`src/rtl/ps2_pkg.sv`:
```
// Shared PS/2 receive definitions: FSM state codes, scancode prefixes, queue entry layout.
// Entry = {extended, released, code[7:0]}.
package ps2_pkg;

    localparam logic [1:0] ST_IDLE   = 2'd0;
    localparam logic [1:0] ST_DATA   = 2'd1;
    localparam logic [1:0] ST_PARITY = 2'd2;
    localparam logic [1:0] ST_STOP   = 2'd3;

    localparam logic [7:0] PS2_PREFIX_EXT = 8'hE0;
    localparam logic [7:0] PS2_PREFIX_REL = 8'hF0;

    localparam int PS2_CODE_W  = 8;
    localparam int PS2_ENTRY_W = 10;
    localparam int PS2_REL_BIT = 8;
    localparam int PS2_EXT_BIT = 9;

    typedef logic [PS2_ENTRY_W-1:0] ps2_entry_t;

    function automatic ps2_entry_t ps2_mk_entry(input logic ext, input logic rel,
                                                input logic [PS2_CODE_W-1:0] code);
        ps2_entry_t e;
        e = '0;
        e[PS2_EXT_BIT]        = ext;
        e[PS2_REL_BIT]        = rel;
        e[PS2_CODE_W-1:0]     = code;
        return e;
    endfunction

endpackage

```
`src/rtl/ps2_sync_fifo.sv`:
```
// Generic first-word-fall-through FIFO with occupancy level and simultaneous push/pop.
// Latency: write visible at o_rd_dat the clk after i_wr_en; full drops writes unless a pop coincides.
// Backpressure: o_full reported to the writer; reads while empty are ignored.
module ps2_sync_fifo #(
    parameter int WIDTH = 10,
    parameter int DEPTH = 8
) (
    input  logic                     i_clk,
    input  logic                     i_rst_n,
    input  logic                     i_wr_en,
    input  logic [WIDTH-1:0]         i_wr_dat,
    input  logic                     i_rd_en,
    output logic                     o_rd_vld,
    output logic [WIDTH-1:0]         o_rd_dat,
    output logic [$clog2(DEPTH):0]   o_level,
    output logic                     o_full
);
    localparam int AW = $clog2(DEPTH);
    localparam int LW = AW + 1;

    logic [WIDTH-1:0] r_mem [DEPTH];
    logic [AW-1:0]    r_wptr;
    logic [AW-1:0]    r_rptr;
    logic [LW-1:0]    r_level;
    logic             w_empty;
    logic             w_do_rd;
    logic             w_do_wr;

    assign w_empty  = (r_level == '0);
    assign o_full   = (r_level == LW'(DEPTH));
    assign w_do_rd  = i_rd_en & ~w_empty;
    assign w_do_wr  = i_wr_en & (~o_full | w_do_rd);
    assign o_rd_vld = ~w_empty;
    assign o_rd_dat = r_mem[r_rptr];
    assign o_level  = r_level;

    always_ff @(posedge i_clk) begin
        if (!i_rst_n) begin
            for (int i = 0; i < DEPTH; i++) r_mem[i] <= '0;
            r_wptr  <= '0;
            r_rptr  <= '0;
            r_level <= '0;
        end else begin
            if (w_do_wr) begin
                r_mem[r_wptr] <= i_wr_dat;
                r_wptr        <= r_wptr + 1'b1;
            end
            if (w_do_rd) r_rptr <= r_rptr + 1'b1;
            if (w_do_wr && !w_do_rd)      r_level <= r_level + 1'b1;
            else if (!w_do_wr && w_do_rd) r_level <= r_level - 1'b1;
        end
    end

endmodule

```
`src/rtl/ps2_rx_fifo.sv`:
```
// PS/2 frame receiver with prefix folding and FWFT scancode queue (optional error counters: PS2_RX_STATS_EN).
// Latency: entry pushed the clk after the stop-bit edge, visible at rd_* one clk later.
// Backpressure: none toward the device; a full queue drops the code and sets sticky overflow.
module ps2_rx_fifo
    import ps2_pkg::*;
#(
    parameter int FILTER_LEN   = 16,
    parameter int TIMEOUT_BITS = 24,
    parameter int FIFO_DEPTH   = 8
) (
    input  logic                          clk,
    input  logic                          rst_n,
    input  logic                          enable_rcv,
    input  logic                          kb_or_mouse,
    input  logic                          ps2clk_ext,
    input  logic                          ps2data_ext,
    input  logic                          rd_en,
    output logic                          rd_valid,
    output logic [PS2_ENTRY_W-1:0]        rd_data,
    output logic [$clog2(FIFO_DEPTH):0]   fifo_level,
    output logic                          overflow,
    input  logic                          clr_overflow,
`ifdef PS2_RX_STATS_EN
    input  logic                          clr_stats,
    output logic [7:0]                    parity_cnt,
    output logic [7:0]                    stop_cnt,
    output logic [7:0]                    timeout_cnt,
`endif
    output logic                          frame_err
);
    localparam int HALF = FILTER_LEN / 2;
    localparam logic [FILTER_LEN-1:0] FALL_PAT = {{HALF{1'b1}}, {HALF{1'b0}}};

    logic                    r_clk_s1, r_clk_s2, r_dat_s1, r_dat_s2;
    logic [FILTER_LEN-1:0]   r_filt;
    logic [1:0]              r_state;
    logic [7:0]              r_shift;
    logic [TIMEOUT_BITS-1:0] r_tmo;
    logic                    r_ext, r_rel;
    logic                    r_push_vld;
    ps2_entry_t              r_push_dat;
    logic                    r_ferr, r_ovf;
    logic                    w_edge, w_adv, w_tmo_hit;
    logic                    w_par_err, w_stop_err, w_accept;
    logic                    w_full, w_pop, w_drop;

    // Filter holds newest sample at bit 0: a settled high run followed by a settled low run is a fall.
    assign w_edge     = (r_filt == FALL_PAT);
    assign w_adv      = w_edge & enable_rcv;
    assign w_tmo_hit  = (r_state != ST_IDLE) && !w_adv && (&r_tmo);
    assign w_par_err  = w_adv && (r_state == ST_PARITY) && !(^r_shift ^ r_dat_s2);
    assign w_stop_err = w_adv && (r_state == ST_STOP) && !r_dat_s2;
    assign w_accept   = w_adv && (r_state == ST_STOP) && r_dat_s2;

    always_ff @(posedge clk) begin
        if (!rst_n) begin
            r_clk_s1 <= 1'b0;
            r_clk_s2 <= 1'b0;
            r_dat_s1 <= 1'b0;
            r_dat_s2 <= 1'b0;
            r_filt   <= '0;
        end else begin
            r_clk_s1 <= ps2clk_ext;
            r_clk_s2 <= r_clk_s1;
            r_dat_s1 <= ps2data_ext;
            r_dat_s2 <= r_dat_s1;
            r_filt   <= {r_filt[FILTER_LEN-2:0], r_clk_s2};
        end
    end

    always_ff @(posedge clk) begin
        if (!rst_n) begin
            r_state <= ST_IDLE;
            r_shift <= '0;
            r_tmo   <= '0;
        end else begin
            if (r_state == ST_IDLE || w_adv || w_tmo_hit) r_tmo <= '0;
            else                                          r_tmo <= r_tmo + 1'b1;

            if (w_tmo_hit) begin
                r_state <= ST_IDLE;
            end else if (w_adv) begin
                case (r_state)
                    ST_IDLE: begin
                        if (!r_dat_s2) begin
                            r_state <= ST_DATA;
                            r_shift <= 8'h80;
                        end
                    end
                    ST_DATA: begin
                        // Sentinel at bit 0 means this edge carries the 8th data bit.
                        r_shift <= {r_dat_s2, r_shift[7:1]};
                        if (r_shift[0]) r_state <= ST_PARITY;
                    end
                    ST_PARITY: r_state <= (^r_shift ^ r_dat_s2) ? ST_STOP : ST_IDLE;
                    ST_STOP:   r_state <= ST_IDLE;
                    default:   r_state <= ST_IDLE;
                endcase
            end
        end
    end

    always_ff @(posedge clk) begin
        if (!rst_n) begin
            r_ext      <= 1'b0;
            r_rel      <= 1'b0;
            r_push_vld <= 1'b0;
            r_push_dat <= '0;
            r_ferr     <= 1'b0;
        end else begin
            r_push_vld <= 1'b0;
            r_ferr     <= w_par_err | w_stop_err | w_tmo_hit;
            if (w_accept) begin
                if (!kb_or_mouse && r_shift == PS2_PREFIX_EXT) begin
                    r_ext <= 1'b1;
                end else if (!kb_or_mouse && r_shift == PS2_PREFIX_REL) begin
                    r_rel <= 1'b1;
                end else begin
                    r_push_vld <= 1'b1;
                    r_push_dat <= ps2_mk_entry(r_ext & ~kb_or_mouse, r_rel & ~kb_or_mouse, r_shift);
                    r_ext      <= 1'b0;
                    r_rel      <= 1'b0;
                end
            end
            if (kb_or_mouse || w_tmo_hit) begin
                r_ext <= 1'b0;
                r_rel <= 1'b0;
            end
        end
    end

    assign w_pop  = rd_en & rd_valid;
    assign w_drop = r_push_vld & w_full & ~w_pop;

    always_ff @(posedge clk) begin
        if (!rst_n)            r_ovf <= 1'b0;
        else if (w_drop)       r_ovf <= 1'b1;
        else if (clr_overflow) r_ovf <= 1'b0;
    end

    assign overflow  = r_ovf;
    assign frame_err = r_ferr;

    ps2_sync_fifo #(
        .WIDTH (PS2_ENTRY_W),
        .DEPTH (FIFO_DEPTH)
    ) u_fifo (
        .i_clk    (clk),
        .i_rst_n  (rst_n),
        .i_wr_en  (r_push_vld),
        .i_wr_dat (r_push_dat),
        .i_rd_en  (rd_en),
        .o_rd_vld (rd_valid),
        .o_rd_dat (rd_data),
        .o_level  (fifo_level),
        .o_full   (w_full)
    );

`ifdef PS2_RX_STATS_EN
    logic [7:0] r_par_cnt, r_stop_cnt, r_tmo_cnt;

    always_ff @(posedge clk) begin
        if (!rst_n || clr_stats) begin
            r_par_cnt  <= '0;
            r_stop_cnt <= '0;
            r_tmo_cnt  <= '0;
        end else begin
            if (w_par_err  && r_par_cnt  != 8'hFF) r_par_cnt  <= r_par_cnt  + 8'd1;
            if (w_stop_err && r_stop_cnt != 8'hFF) r_stop_cnt <= r_stop_cnt + 8'd1;
            if (w_tmo_hit  && r_tmo_cnt  != 8'hFF) r_tmo_cnt  <= r_tmo_cnt  + 8'd1;
        end
    end

    assign parity_cnt  = r_par_cnt;
    assign stop_cnt    = r_stop_cnt;
    assign timeout_cnt = r_tmo_cnt;
`endif

endmodule

```
`config.mk`:
```
export PLATFORM = sky130hd
export DESIGN_NAME = ps2_rx_fifo
export DESIGN_NICKNAME = d
export VERILOG_FILES = /design/src/rtl/ps2_pkg.sv /design/src/rtl/ps2_sync_fifo.sv /design/src/rtl/ps2_rx_fifo.sv
export SDC_FILE = /design/constraint.sdc
export NUM_CORES = 1
export LEC_CHECK = 0
export CAP_MARGIN = 10
export CORE_ASPECT_RATIO = 0.8
export CORE_MARGIN = 1
export CORE_UTILIZATION = 45
export DETAILED_ROUTE_END_ITERATION = 8
export SYNTH_ARGS = -nofsm -noshare
export SYNTH_HDL_FRONTEND = slang
export SYNTH_HIERARCHICAL = 1
export SYNTH_SLANG_ARGS = --single-unit
```
`constraint.sdc`:
```
create_clock -name clk -period 4.4 [get_ports clk]
set_input_delay 0.88 -clock clk [delete_from_list [all_inputs] [get_ports clk]]
set_output_delay 0.88 -clock clk [all_outputs]
set_load 0.01 [all_outputs]
```
==> impl_metrics.json <==
{
  "numCtsBuffers": 17,
  "synthArstFlopShare_pct": 0,
  "drt-pass1-iter-count": 4,
  "cts_tree": "built",
  "cp_data_required_time_ps": 3520,
  "drt_iter0_drc": 353,
  "clk_path_buf_depth": 2,
  "worst_pin_slew_ps": 1101,
  "ys_seq_area_share_pct": 56.87,
  "wl_met1_mm": 6.909,
  "cp.arrival_ps": 2670,
  "min_from": "r_clk_s1",
  "dieArea_um2": 16310,
  "layout_commonest_cell": "dfxtp_1",
  "postCtsHoldBufs": 0,
  "ant_nets": 0,
  "slowest_delay_ps": 1040,
  "total_power_mw": 3.210,
  "syn_to_final_growth_pct": 14.80,
  "drv_slew": 0,
  "nNetsFinal": 657,
  "utilization_pct": 53.65,
  "vias": 4511,
  "cp-start-kind": "flip-flop",
  "layout-drive-gt1-share_pct": 13.69,
  "fin_crit_sh_pct": 80.63,
  "tns_ps": 0,
  "critPathKind": "flip-flop to primary output",
  "ys_seq_elements": 162,
  "synth_edf_count": 80,
  "ir_drop_v": 0.0003158,
  "drc": 0,
  "synthFlopType": "dfxtp_1",
  "grt_pass1_vias": 4543,
  "row_count": 40,
  "core_um2": 15210,
  "synthesis.nets": 633,
  "via_per_inst": 5.245,
  "top_layer_used": "met4",
  "crit_chain": "mux4_2 -> mux2_2 -> clkdlybuf4s50_1",
  "yosys-top-cells-area": "edfxtp_1 (34%), dfxtp_1 (23%), mux4_2 (6.3%), and3_1 (4.3%), nor2_1 (4.2%)",
  "crit_slowest_cell": "dfxtp_1",
  "start_util_pct": 46.74,
  "dpl.hpwl_mm": 9.759,
  "rsz0062_at_grt": "false",
  "fmax_mhz": 281.9,
  "dp_cells": 828,
  "wl_met3_um": 677,
  "die_w_um": 142.5,
  "io_buffers": 24,
  "status": "completed",
  "clk_pin_slew_worst_paths_ps": 60,
  "routed_wirelength_mm": 14.14,
  "power_density_nw_per_um2": 393.3,
  "cts_root_buf": "clkbuf_16",
  "cp-end-kind": "primary output",
  "cp_num_cells": 3,
  "finalSetupViolCount": 0,
  "post_cts_resized": 0,
  "gp_congestion": 0.7509,
  "p_leak_nw": 2.838,
  "yosysTopAreaCellShare_pct": 33.78,
  "numClockSinks": 162,
  "yosys.cell_types.count": 59,
  "hold_depth": 1,
  "grt.overflow.total": 0,
  "cts_setup_buffers": 0,
  "worst-path-buf-inv": 1,
  "timing.rr.start": "u_fifo/o_level[1]",
  "grt_usage_pct": 19.19,
  "finalCriticalPeriod_ps": 3548,
  "drv_cap": 0,
  "r2r_slack_ps": 1930,
  "cp_max_fo": 20,
  "slew_headroom_pct": 26.51,
  "syn_inst": 613,
  "htreeDepth": 4,
  "final_cell_mix": "dfxtp_1 (82), nor2_1 (80), edfxtp_1 (80)",
  "hold_path_class": "flip-flop to flip-flop",
  "stdcell_count": 860,
  "syn_area_per_cell_um2": 11.60,
  "yosysTopAreaCell": "edfxtp_1",
  "netlist_area_um2": 7111,
  "die-height_um": 114.4,
  "clk_latency_ps": 420,
  "ios": 25,
  "grt_max_degree": 47,
  "reg2reg_depth": 9,
  "diodes": 0,
  "ys.warnings.count": 6,
  "path_delay_family": "flip-flops",
  "grt_pass1_wl_mm": 23.51,
  "wl_per_cell_um": 16.45,
  "met2_length_mm": 6.403,
  "fill_cells": 1308,
  "finalHoldViolCount": 0,
  "antenna_found_initial": 0,
  "clock_skew_ps": 6.419
}
==> through the flow <==
| stage | hold slack (ps) | setup slack, ps | area [µm²] |
|---|---|---|---|
| 5_1_grt | 457.2 | 732.1 | 8163 |
| 3_3_place_gp | 414.5 | 1113 | 7548 |
| 2_1_floorplan | 411.9 | 1860 | 7111 |
| 3_5_place_dp | 420.6 | 1051 | 7548 |
| 4_1_cts | 434.7 | 819.1 | 8163 |
| 6_report | 439.4 | 852.3 | 8163 |
==> final cells by class <==
type	count	area [µm²]	share of cell area, %
Tap cell	210	262.8	3.219
Inverter	13	48.80	0.5978
Multi-Input combinational cell	405	2848	34.89
Clock inverter	2	35.03	0.4292
Sequential cell	162	4044	49.54
Clock buffer	30	579.3	7.097
Timing Repair Buffer	38	345.3	4.231
==> state kept, by name, summed over array words and instances, names as in the netlist, 2 cells and up, named ones only <==
signal	flops
r_filt	16
r_push_dat	10
r_shift	8
r_state	2
r_tmo	24
u_fifo/o_level	4
u_fifo/r_mem	80
u_fifo/r_rptr	3
u_fifo/r_wptr	3
==> path summary, 6_finish.rpt <==
kind / end
max reg2reg: u_fifo/o_level[3]
max: rd_data[1]
min: r_clk_s2
min reg2reg: r_clk_s2
==> cells by family after synthesis <==
group                    count (synthesis)  share of synthesized area, %
AO/OA/AOI/OAI                           46                         4.346
XOR/XNOR                                33                         4.065
adder cells (fa/ha/maj)                 12                         2.217
buffers and inverters                   46                         3.079
flip-flops                             162                         56.87
multiplexers                            34                         8.481
AND/OR/NAND/NOR                        280                         20.94
==> where the power goes <==
group          internal, mW  total [mW]  switching [mW]
combinational        0.0388      0.0804          0.0416
sequential             1.62        1.63          0.0129
clock                 0.945        1.50           0.553
total                  2.60        3.21           0.608
==> worst register-to-register path, stage by stage (launching register included) <==
cell	delay, ps
dfxtp_1	400
or4_4	600
nand2_4	110
ha_1	170
inv_1	110
ha_1	340
a21oi_1	180
a211oi_1	90
a31oi_1	200
mux2i_1	210
==> synth_stat cells (4+ instances only) <==
cell type and instances:
mux2_2 10, nand3_1 28, nand2b_1 9, buf_2 4, edfxtp_1 80, nand2_1 46, and3_1 49, mux2i_1 4
mux4_2 20, a21oi_1 20, inv_1 13, ha_1 11, o21ai_0 9, xnor2_1 15, clkbuf_1 18, dfxtp_1 82
nor2_1 80, nor3_1 7, nand4_1 7, buf_4 7, and2_1 28, xor2_1 18
==> metal layers <==
metal / track usage, % / vias up
li1: - / 2225
met1: 26.96 / 2181
met2: 29.12 / 93
met3: 4.308 / 12
met4: 7.025 / 0
met5: 0 / -
Power figures use the tool's default switching activity.
